<file path="src/rtl/fir_result_reader_if.sv">
`default_nettype none
// ============================================================================
// Module      : fir_result_reader_if
// Description : Core-side pop bus and downstream sample handshake for
//               fir_result_reader.
// Revision    : 1.0 - initial release
// ============================================================================
interface fir_result_reader_if #(
    parameter int SUM_W = 32,
    parameter int OUT_W = 16
);
    logic             empty;
    logic [SUM_W-1:0] sum;
    logic             read;
    logic [OUT_W-1:0] out_data;
    logic             out_valid;
    logic             out_ready;
    logic             sat_flag;
    logic [15:0]      count;

    // Environment side: filter core plus downstream sink
    modport master (
        output empty,
        output sum,
        output out_ready,
        input  read,
        input  out_data,
        input  out_valid,
        input  sat_flag,
        input  count
    );

    // Reader side
    modport slave (
        input  empty,
        input  sum,
        input  out_ready,
        output read,
        output out_data,
        output out_valid,
        output sat_flag,
        output count
    );
endinterface
`default_nettype wire

</file>
<file path="src/rtl/fir_result_reader.sv">
`default_nettype none
// ============================================================================
// Module      : fir_result_reader
// Description : Drains fir_filter_core results one at a time, rounds, scales
//               and saturates each to OUT_W bits, offers it on valid/ready.
// Revision    : 1.0 - initial release
// ============================================================================
module fir_result_reader #(
    parameter int SUM_W    = 32,
    parameter int OUT_W    = 16,
    parameter int SHIFT    = 8,
    parameter int READ_LAT = 1
) (
    input  wire logic          clk3,
    input  wire logic          reset,
    fir_result_reader_if.slave bus
);

    typedef enum logic [1:0] {
        S_IDLE = 2'd0,
        S_READ = 2'd1,
        S_WAIT = 2'd2,
        S_HOLD = 2'd3
    } state_t;

    localparam logic [1:0] c_wait_init = 2'(READ_LAT - 1);
    localparam logic signed [SUM_W:0] c_round =
        $signed({{SUM_W{1'b0}}, 1'b1} << (SHIFT - 1));
    localparam logic signed [SUM_W:0] c_out_max =
        $signed({{(SUM_W - OUT_W + 2){1'b0}}, {(OUT_W - 1){1'b1}}});
    localparam logic signed [SUM_W:0] c_out_min =
        $signed({{(SUM_W - OUT_W + 2){1'b1}}, {(OUT_W - 1){1'b0}}});

    state_t             r_state;
    logic [1:0]         r_wait_cnt;
    logic [OUT_W-1:0]   r_out_data;
    logic               r_out_valid;
    logic               r_sat_flag;
    logic [15:0]        r_count;

    logic signed [SUM_W:0] w_sum_ext;
    logic signed [SUM_W:0] w_rounded;
    logic signed [SUM_W:0] w_shifted;
    logic                  w_sat_hi;
    logic                  w_sat_lo;
    logic [OUT_W-1:0]      w_scaled;

    // One guard bit keeps the rounding add from overflowing near full scale
    always_comb begin
        w_sum_ext = $signed({bus.sum[SUM_W-1], bus.sum});
        w_rounded = w_sum_ext + c_round;
        w_shifted = w_rounded >>> SHIFT;
        w_sat_hi  = (w_shifted > c_out_max);
        w_sat_lo  = (w_shifted < c_out_min);
        if (w_sat_hi) begin
            w_scaled = {1'b0, {(OUT_W - 1){1'b1}}};
        end else if (w_sat_lo) begin
            w_scaled = {1'b1, {(OUT_W - 1){1'b0}}};
        end else begin
            w_scaled = w_shifted[OUT_W-1:0];
        end
    end

    always_ff @(posedge clk3) begin
        if (reset) begin
            r_state     <= S_IDLE;
            r_wait_cnt  <= 2'd0;
            r_out_data  <= '0;
            r_out_valid <= 1'b0;
            r_sat_flag  <= 1'b0;
            r_count     <= 16'd0;
        end else begin
            case (r_state)
                S_IDLE: begin
                    if (!bus.empty) begin
                        r_state <= S_READ;
                    end
                end
                S_READ: begin
                    r_wait_cnt <= c_wait_init;
                    r_state    <= S_WAIT;
                end
                S_WAIT: begin
                    if (r_wait_cnt == 2'd0) begin
                        r_out_data  <= w_scaled;
                        r_out_valid <= 1'b1;
                        if (w_sat_hi || w_sat_lo) begin
                            r_sat_flag <= 1'b1;
                        end
                        r_state <= S_HOLD;
                    end else begin
                        r_wait_cnt <= r_wait_cnt - 2'd1;
                    end
                end
                S_HOLD: begin
                    // Skipping IDLE here gives one result per READ_LAT+2 cycles
                    if (bus.out_ready) begin
                        r_count     <= r_count + 16'd1;
                        r_out_valid <= 1'b0;
                        r_state     <= bus.empty ? S_IDLE : S_READ;
                    end
                end
                default: begin
                    r_state <= S_IDLE;
                end
            endcase
        end
    end

    assign bus.read      = (r_state == S_READ);
    assign bus.out_data  = r_out_data;
    assign bus.out_valid = r_out_valid;
    assign bus.sat_flag  = r_sat_flag;
    assign bus.count     = r_count;

endmodule
`default_nettype wire
</file>
<file path="src/flat_wrapper.sv">
// flat-port wrapper written by rule: the top's interface ports become plain ports
module fir_result_reader_flat 
#(
    parameter int SUM_W    = 32,
    parameter int OUT_W    = 16,
    parameter int SHIFT    = 8,
    parameter int READ_LAT = 1
)
  (clk3, reset, bus_empty, bus_sum, bus_out_ready, bus_read, bus_out_data, bus_out_valid, bus_sat_flag, bus_count);
  fir_result_reader_if #(.SUM_W(SUM_W), .OUT_W(OUT_W)) bus_i ();
  input  wire logic clk3;
  input  wire logic reset;
  input wire logic [$bits(bus_i.empty)-1:0] bus_empty;
  input wire logic [$bits(bus_i.sum)-1:0] bus_sum;
  input wire logic [$bits(bus_i.out_ready)-1:0] bus_out_ready;
  output wire logic [$bits(bus_i.read)-1:0] bus_read;
  output wire logic [$bits(bus_i.out_data)-1:0] bus_out_data;
  output wire logic [$bits(bus_i.out_valid)-1:0] bus_out_valid;
  output wire logic [$bits(bus_i.sat_flag)-1:0] bus_sat_flag;
  output wire logic [$bits(bus_i.count)-1:0] bus_count;
  assign bus_i.empty = bus_empty;
  assign bus_i.sum = bus_sum;
  assign bus_i.out_ready = bus_out_ready;
  assign bus_read = bus_i.read;
  assign bus_out_data = bus_i.out_data;
  assign bus_out_valid = bus_i.out_valid;
  assign bus_sat_flag = bus_i.sat_flag;
  assign bus_count = bus_i.count;
  fir_result_reader #(.SUM_W(SUM_W), .OUT_W(OUT_W), .SHIFT(SHIFT), .READ_LAT(READ_LAT)) u_core (.clk3(clk3), .reset(reset), .bus(bus_i));
endmodule
</file>
<file path="config.mk">
export PLATFORM = sky130hd
export DESIGN_NAME = fir_result_reader_flat
export DESIGN_NICKNAME = d
export VERILOG_FILES = /design/src/rtl/fir_result_reader_if.sv /design/src/rtl/fir_result_reader.sv /design/src/flat_wrapper.sv
export SDC_FILE = /design/constraint.sdc
export NUM_CORES = 1
export LEC_CHECK = 0
export ABC_CLOCK_PERIOD_IN_PS = 2100
export CAP_MARGIN = 5
export CORE_ASPECT_RATIO = 0.9
export CORE_MARGIN = 2
export CORE_UTILIZATION = 42
export DETAILED_ROUTE_END_ITERATION = 10
export HOLD_SLACK_MARGIN = 0.02
export PLACE_DENSITY_LB_ADDON = 0.15
export SYNTH_ARGS = -nofsm -noshare
export SYNTH_HDL_FRONTEND = slang
export SYNTH_SLANG_ARGS = --single-unit
</file>
<file path="constraint.sdc">
create_clock -name clk3 -period 2.1 [get_ports clk3]
set_clock_uncertainty 0.1 [all_clocks]
set_input_delay 0.21 -clock clk3 [delete_from_list [all_inputs] [get_ports clk3]]
set_output_delay 0.21 -clock clk3 [all_outputs]
set_load 0.05 [all_outputs]
</file>
### After elaboration in Yosys (flattened, before gate mapping)

Index checks and enable logic that the tools add are counted.

| storage, ports and cells | value |
|---|---|
| register bits after elaboration | 38 |
| input port bits | 36 |
| output and inout bits | 35 |
| word-level logic and storage cells | 41 |

| cells by class | value |
|---|---|
| add/sub/neg operators | 3 |
| order comparisons | 2 |
| equal/unequal tests | 7 |
| multiplexer cells | 12 |
| reductions and logical operators | 11 |

Operator list:

| cell | count |
|---|---|
| adder 32 x 9 -> 33 bit (second input constant) | 1 |
| two-way mux 16 bit | 2 |
| greater-than comparator 25 x 16 -> 1 bit (second input constant) | 1 |
| less-than comparator 25 x 16 -> 1 bit (second input constant) | 1 |
| adder 16 x 1 -> 16 bit (second input constant) | 1 |
| AND reduction 3 bit | 3 |
| two-way mux 2 bit | 4 |
| one-hot mux 2 bit (4 select lines) | 1 |
| inequality test 2 bit (second input constant) | 3 |
| AND reduction 2 bit | 3 |
| == test 2 bit (second input constant) | 2 |
| zero test 2 bit | 2 |
| one-hot mux 2 bit (2 select lines) | 1 |
| nonzero test 2 bit | 2 |
| two-way mux 1 bit | 3 |
| == test 2 x 1 -> 1 bit (second input constant) | 1 |
| inequality test 2 x 1 -> 1 bit (second input constant) | 1 |
| one-hot mux 1 bit (2 select lines) | 1 |
| subtractor 2 x 1 -> 2 bit (second input constant) | 1 |
| logical OR 1 bit | 1 |

### Depth between registers and ports, before layout

Gate-level depths: netlist of the first run.

| depth | value |
|---|---|
| depth in word-level cells | 4 |
| gate-level depth with buffers | 9 |
| mapped depth without buffers | 8 |

### Least setup slack after synthesis of the first run

OpenSTA, ideal clock, no wires.

| path | value |
|---|---|
| kind | in2reg |
| start | in bus_sum[15] |
| end | reg u_core.r_sat_flag (netlist: u_core.bus.sat_flag) |
| library setup time | 0.128 ns |
| data arrival time | 2.013 ns |
| required time | 1.872 ns |
| setup slack | -0.141 ns |
| cell stages on the path | 8 |
| buffers on the path | 1 |
| cells stage by stage | nand4_2 or4_1 buf_2 nor4_2 o211ai_1 or3_1 a41oi_1 nor2_1 |

| on the way | value |
|---|---|
| cells in the longest elaborated chain, start to end | 4 |
| elaborated cells on any way between the ends | 5 |
| those cells by class | add/sub: 1; order compare: 2; reduce/logical: 2 |

Ends and longest elaborated chain:

| item | line | RTL |
|---|---|---|
| start: declaration | flat_wrapper.sv:14 | `input wire logic [$bits(bus_i.sum)-1:0] bus_sum;` |
| adder 32 x 9 -> 33 bit (*) | fir_result_reader.sv:51 | `w_rounded = w_sum_ext + c_round;` |
| greater-than comparator 25 x 16 -> 1 bit or less-than comparator 25 x 16 -> 1 bit (tied branches) | fir_result_reader.sv:53, fir_result_reader.sv:54 |  |
| logical OR 1 bit (*) | fir_result_reader.sv:87 | `if (w_sat_hi \|\| w_sat_lo) begin` |
| AND reduction 3 bit (no line) (*) | n/a |  |
| end signal: assignment | fir_result_reader.sv:70 | `r_sat_flag <= 1'b0;` |
| end signal: assignment | fir_result_reader.sv:88 | `r_sat_flag <= 1'b1;` |
| end: declaration | fir_result_reader.sv:38 | `logic r_sat_flag;` |

Every way passes the cells marked *; elsewhere a longest branch is shown, timed or not.
A chain may end at the register's enable or synchronous reset.

### Final worst setup path of the first run

| path | value |
|---|---|
| start | in bus_sum[30] |
| end | reg u_core.r_out_data[1] (netlist: u_core.bus.out_data[1]) |

| on the way | value |
|---|---|
| cells in the longest elaborated chain, start to end | 4 |
| elaborated cells on any way between the ends | 5 |
| those cells by class | add/sub: 1; order compare: 2; mux: 2 |

Ends and longest elaborated chain:

| item | line | RTL |
|---|---|---|
| adder 32 x 9 -> 33 bit (*) | fir_result_reader.sv:51 |  |
| less-than comparator 25 x 16 -> 1 bit | fir_result_reader.sv:54 | `w_sat_lo = (w_shifted < c_out_min);` |
| two-way mux 16 bit | fir_result_reader.sv:57 | `end else if (w_sat_lo) begin` |
| two-way mux 16 bit (*) | fir_result_reader.sv:55 | `if (w_sat_hi) begin` |
| end signal: assignment | fir_result_reader.sv:85 | `r_out_data <= w_scaled;` |
| end: declaration | fir_result_reader.sv:36 | `logic [OUT_W-1:0] r_out_data;` |

Marked as above.

==> results.yml, run 1 <==
routing:
  top_layer_used: "met4"
  first_iter_violations: 113
  wl_met1_um: 3150
  routedWlPerCell_um: 14.3
  route.antenna.remaining_nets: 0
  routed-wl-met2_um: 3190
  drt_wl_total_um: 6900
  num_vias: 2552
  drc_errors: 0
  met3_length_um: 376
  via_per_inst: 5.28
  first_pass_iters: 5
synthesis:
  synth_area_sq_mm: 0.00224
  ys.flop_type: "dfxtp_1"
  ys_types: 50
  yosys_warnings: 0
  synth_edf_count: 0
  postSynthCellCount: 286
  syn-num-nets: 330
  synthArstFlopShare_pct: 0
  syn_avg_cell_area_sq_um: 7.84
  ys_seq_area_share_pct: 33.9
  synth-seq-cells: 38
worst_setup_path:
  crit_required_ns: 2.24
  arrival_ns: 2.23
  setup.worst_path.end_class: "flip-flop"
  rr_startpoint: "u_core.r_state[0]"
  cp-startpoint: "bus_sum[30]"
  cp-endpoint: "u_core.bus.out_data[1]"
  start_kind: "input port"
  critPathKind: "input port to flip-flop"
  slowest_delay_ns: 0.53
  critPathSlowestCell: "clkdlybuf4s50_1"
  r2r_end: "u_core.bus.out_data[1]"
  reg2reg_slack_ns: 0.19
  cp_max_fo: 7
  reg2regPathDepth: 9
  crit_chain: "clkdlybuf4s50_1 -> and4_1 -> nand3_1 -> a31oi_1 -> o32ai_4 -> o21ai_4 -> clkbuf_16 -> a22oi_1 -> nand2_1"
layout:
  mostFrequentLayoutCells: "buf_4, nand2_1, clkdlybuf4s50_1"
  layout.nets: 458
  drive_above_1_share_pct: 31.6
  final_common_cell: "buf_4"
  synthToLayoutAreaGrowth_pct: 66.6
  stdcell_area_sq_mm: 0.00373
  final_core_util_pct: 71.9
clock_tree:
  cts_buffers: 5
  cts_tree: "done"
  clkSinkCount: 38
  clockRootBuffer: "clkbuf_8"
  clk_pin_slew_worst_paths_ns: 0.07
  clkLatencyLatePin_ns: 0.30
  ctsHtreeMaxLevel: 2
  hold_buffers: 0
  clk_path_buf_depth: 2
power:
  p_total_mw: 2.71
  ir_worst_vdd_mv: 0.594
  p_per_area_mw_per_mm2: 727
  leakagePower_nw: 1.55
sta:
  hold_viol: 0
  relSlewSlack_pct: 48.6
  finalSetupViolations: 0
  final_max_slew_viol_count: 0
  finalHoldWorstSlack_ns: 0.253
  fmax_mhz: 479
  period_minus_slack_ns: 2.09
  post-route-period-util_pct: 99.5
  tightestPinTransition_ns: 0.771
  setup_slack_ns: 0.0102
floorplanning:
  design.core.area_sq_mm: 0.00519
  die_y_um: 73.3
  die_area_sq_mm: 0.00594
  start_util_pct: 43.2
  row_count: 25
  ios: 71
  die_w_um: 81.0
placement:
  place_worst_setup_slack_ns: -0.755
  gp_congestion: 0.846
  place.port_buffers: 63
  dpl.hpwl_um: 4780
  placed_cell_area_sq_mm: 0.00338
hold_path:
  min_path_type: "input port to flip-flop"
global_route:
  antenna_found_initial: 0
  grt_use_total_pct: 20.9
  grt_max_degree: 18
  grt_pass1_vias: 2219
  grt_pass1_wl_um: 9750
  overflow: 0
status:
  outcome: "finished clean"
flow_run:
  maxCapViolCount: 0
[synth_stat cells (all sizes together) (9+ instances only)]
library cell	count	area [sq um]
nand3	14	75.1
xor2	14	123
nand2	44	165
nor2	32	120
a21oi	16	80.1
nand4	9	62.6
xnor2	12	105
a22oi	10	75.1
inv	10	37.5
dfxtp	38	761
[metal layers]
layer	up-vias	track usage, %
li1	1269	-
met1	1193	29.0
met2	73	32.8
met3	17	3.81
met4	0	7.34
met5	-	0
[sequential cells by signal (all words and copies together) (netlist names)]
| register | flops |
|---|---|
| u_core.bus.out_valid | 1 |
| u_core.r_wait_cnt | 2 |
| u_core.bus.count | 16 |
| u_core.r_state | 2 |
| u_core.bus.out_data | 16 |
| u_core.bus.sat_flag | 1 |
[cell type report]
type	count	area, sq um
flip-flops and latches	38	767
diodes	1	2.50
repair buffers	131	1130
multi-input cells	228	1620
inverters	10	37.5
clock buffers	6	82.6
clock inverters	2	12.5
well taps	67	83.8
fillers	434	1460
[per-stage QoR]
step                TNS [ns]  cells
floorplan                  0    286
global placement      -10.95    463
detailed placement    -11.75    463
CTS                        0    475
global route          -0.688    482
finish                     0    483
[how the worst min path moves through the flow]
| stage | startpoint | endpoint | slack [ns] | depth (start not counted) |
|---|---|---|---|---|
| final | bus_sum[19] | u_core.bus.out_data[11] | 0.25 | 5 |
| after global routing | bus_sum[20] | u_core.bus.out_data[12] | 0.29 | 4 |
| after CTS | bus_sum[20] | u_core.bus.out_data[12] | 0.25 | 4 |
| after detailed placement | u_core.bus.out_data[11] | u_core.bus.out_data[11] | 0.36 | 2 |
| after global placement | u_core.bus.out_data[8] | u_core.bus.out_data[8] | 0.35 | 2 |
| after floorplan | bus_out_ready | u_core.bus.out_valid | 0.30 | 3 |
[cell families after synthesis]
group | count (synthesis) | share of synthesized area [%]
AO/OA/AOI/OAI | 51 | 15.4
XOR/XNOR | 26 | 10.2
adder cells (fa/ha/maj) | 8 | 4.47
buffers and inverters | 21 | 4.08
flip-flops | 38 | 33.9
multiplexers | 2 | 0.893
AND/OR/NAND/NOR | 140 | 31.1
[where the power goes]
part           total (mW)  internal [mW]  leakage, nW  switching (mW)
registers           0.938          0.847        0.310          0.0906
logic                1.24          0.468         1.20           0.773
clock network       0.534          0.264       0.0472           0.270
total                2.71           1.58         1.55            1.13
[critical path, delay by kind of cell]
| kind | cells | cell delay [ns] |
|---|---|---|
| AOI/OAI and AO/OA | 4 | 0.81 |
| buffers and inverters | 2 | 0.73 |
| and+or+nand+nor | 3 | 0.47 |
[timing repair]
action | 4_1_cts | 5_1_grt
buffers inserted | 4 | 5
setup endpoints to repair | 17 | 16
gates resized for setup | 58 | 41
gates cloned | 0 | 2
pin swaps | 14 | 22
No activity file was read; power rests on OpenSTA's default activity.
==> run 2, diff against run 1 <==
Settings changed: CAP_MARGIN 5 to not set, CORE_UTILIZATION 42 to 43, CTS_BUF_LIST set to sky130_fd_sc_hd__clkbuf_2.
==> results.yml, run 2 (same netlist as run 1, synthesis figures left out) <==
status:
  outcome: "finished clean"
layout:
  mostFrequentLayoutCells: "buf_4, clkdlybuf4s50_1, nand2_1"
  final_core_util_pct: 73.8
  drive_above_1_share_pct: 26.8
  layout.cells.non_filler: 472
  layout.nets: 451
  synthToLayoutAreaGrowth_pct: 62.1
  final_common_cell: "buf_4"
  diodes: 0
worst_setup_path:
  setup.worst_path.end_class: "flip-flop"
  worst-path-buf-inv: 2
  slowest_delay_ns: 0.57
  reg2reg_slack_ns: 0.17
  critPathTopFamily: "compound AO/OA/AOI/OAI gates"
  arrival_ns: 2.22
  crit_required_ns: 2.29
  start_kind: "input port"
  reg2regPathDepth: 8
  rr_startpoint: "u_core.r_state[1]"
  crit_top_cell: "o21ai_4"
  crit_chain: "dlygate4sd2_1 -> nand3_2 -> or4_4 -> o31a_1 -> buf_4 -> o21ai_4 -> o21ai_4 -> a22oi_2 -> nand2_1"
  cp_max_fo: 8
  critPathKind: "input port to flip-flop"
  r2r_end: "u_core.bus.count[15]"
  worst-path-stages: 9
  critPathSlowestCell: "or4_4"
clock_tree:
  cts_tree: "done"
  cts_buffers: 5
  clockRootBuffer: "clkbuf_2"
  clkLatencyLatePin_ns: 0.39
  clk_path_buf_depth: 2
  clkSinkCount: 38
  clk_pin_slew_worst_paths_ns: 0.18
  ctsHtreeMaxLevel: 2
  hold_buffers: 0
placement:
  place_worst_setup_slack_ns: -0.816
  gp_congestion: 0.873
  place.port_buffers: 63
  dpl.hpwl_um: 4700
  dp.cells: 461
sta:
  finalHoldWorstSlack_ns: 0.218
  setup_slack_ns: 0.0644
  relSlewSlack_pct: 64.9
  fmax_mhz: 491
  hold_viol: 0
  tightestPinTransition_ns: 0.525
  final_max_slew_viol_count: 0
  post-route-period-util_pct: 96.9
  period_minus_slack_ns: 2.04
  finalSetupViolations: 0
  rsz0062_at_grt: "false"
routing:
  routedWlPerCell_um: 13.3
  first_pass_iters: 5
  first_iter_violations: 88
  route.antenna.remaining_nets: 0
  num_vias: 2503
  via_per_inst: 5.30
  drt_wl_total_um: 6290
  drc_errors: 0
floorplanning:
  die_area_sq_mm: 0.00581
  design.core.area_sq_mm: 0.00492
  die_y_um: 72.5
  die_w_um: 80.1
  start_util_pct: 45.5
  ios: 71
  row_count: 24
global_route:
  grt_use_total_pct: 22.5
  overflow: 0
  antenna_found_initial: 0
  grt_max_degree: 25
  grt_pass1_vias: 2437
  grt_pass1_wl_um: 10300
flow_run:
  maxCapViolCount: 0
power:
  p_total_mw: 2.58
  leakagePower_nw: 1.47
  p_per_area_mw_per_mm2: 709
  ir_worst_vdd_mv: 0.618
hold_path:
  hp-start: "bus_sum[11]"
  holdPathEnd: "u_core.bus.out_data[3]"
  min_path_type: "input port to flip-flop"
  hold_depth: 5
## run 2: area by class of cell
class	instances	area [sq um]
Multi-Input combinational cell	228	1610
Fill cell	398	1290
Timing Repair Buffer	124	1080
Sequential cell	38	768
Tap cell	65	81.3
Inverter	10	37.5
Clock inverter	2	33.8
Clock buffer	5	25.0
## run 2: worst max path at each step
stage                                   end   startpoint  slack [ns]
floorplan               u_core.bus.sat_flag  bus_sum[13]       0.002
global placement    u_core.bus.out_data[14]  bus_sum[13]       -0.73
detailed placement  u_core.bus.out_data[14]  bus_sum[23]       -0.82
CTS                     u_core.bus.sat_flag   bus_sum[9]       -0.02
global route            u_core.bus.sat_flag  bus_sum[27]        0.01
finish              u_core.bus.out_data[14]  bus_sum[23]        0.06
## run 2: routing by layer
layer	GRT usage (%)	wire length [um]	up-vias
met4	6.40	76	0
li1	-	-	1255
met1	25.9	2610	1158
met2	41.4	3240	80
met5	0	0	-
met3	5.10	366	10
## run 2: worst reg2reg max path: cells and delay by family, from the launching register on
kind          cells  cell delay (ns)
buf+inv           1             0.18
flops             1             0.44
fa+ha+maj         1             0.23
simple gates      5             0.72
xor+xnor          1             0.17
## run 2: stage by stage
step / area, sq um / TNS, ns
after floorplan: 2280 / 0
after global placement: 3370 / -11.29
after detailed placement: 3370 / -12.26
after CTS: 3490 / -0.0339
after global routing: 3630 / 0
final: 3630 / 0
## run 2: repair_timing
item                                    4_1_cts  5_1_grt
gates resized for setup                      26       29
setup buffers                                 1        2
endpoints found under the setup margin       17       17
pin swaps                                     9       13
gates cloned                                  1        0
## run 2: power breakdown
group	switching (mW)	internal [mW]
Clock	0.235	0.192
Combinational	0.751	0.462
Sequential	0.0889	0.848
Total	1.07	1.50
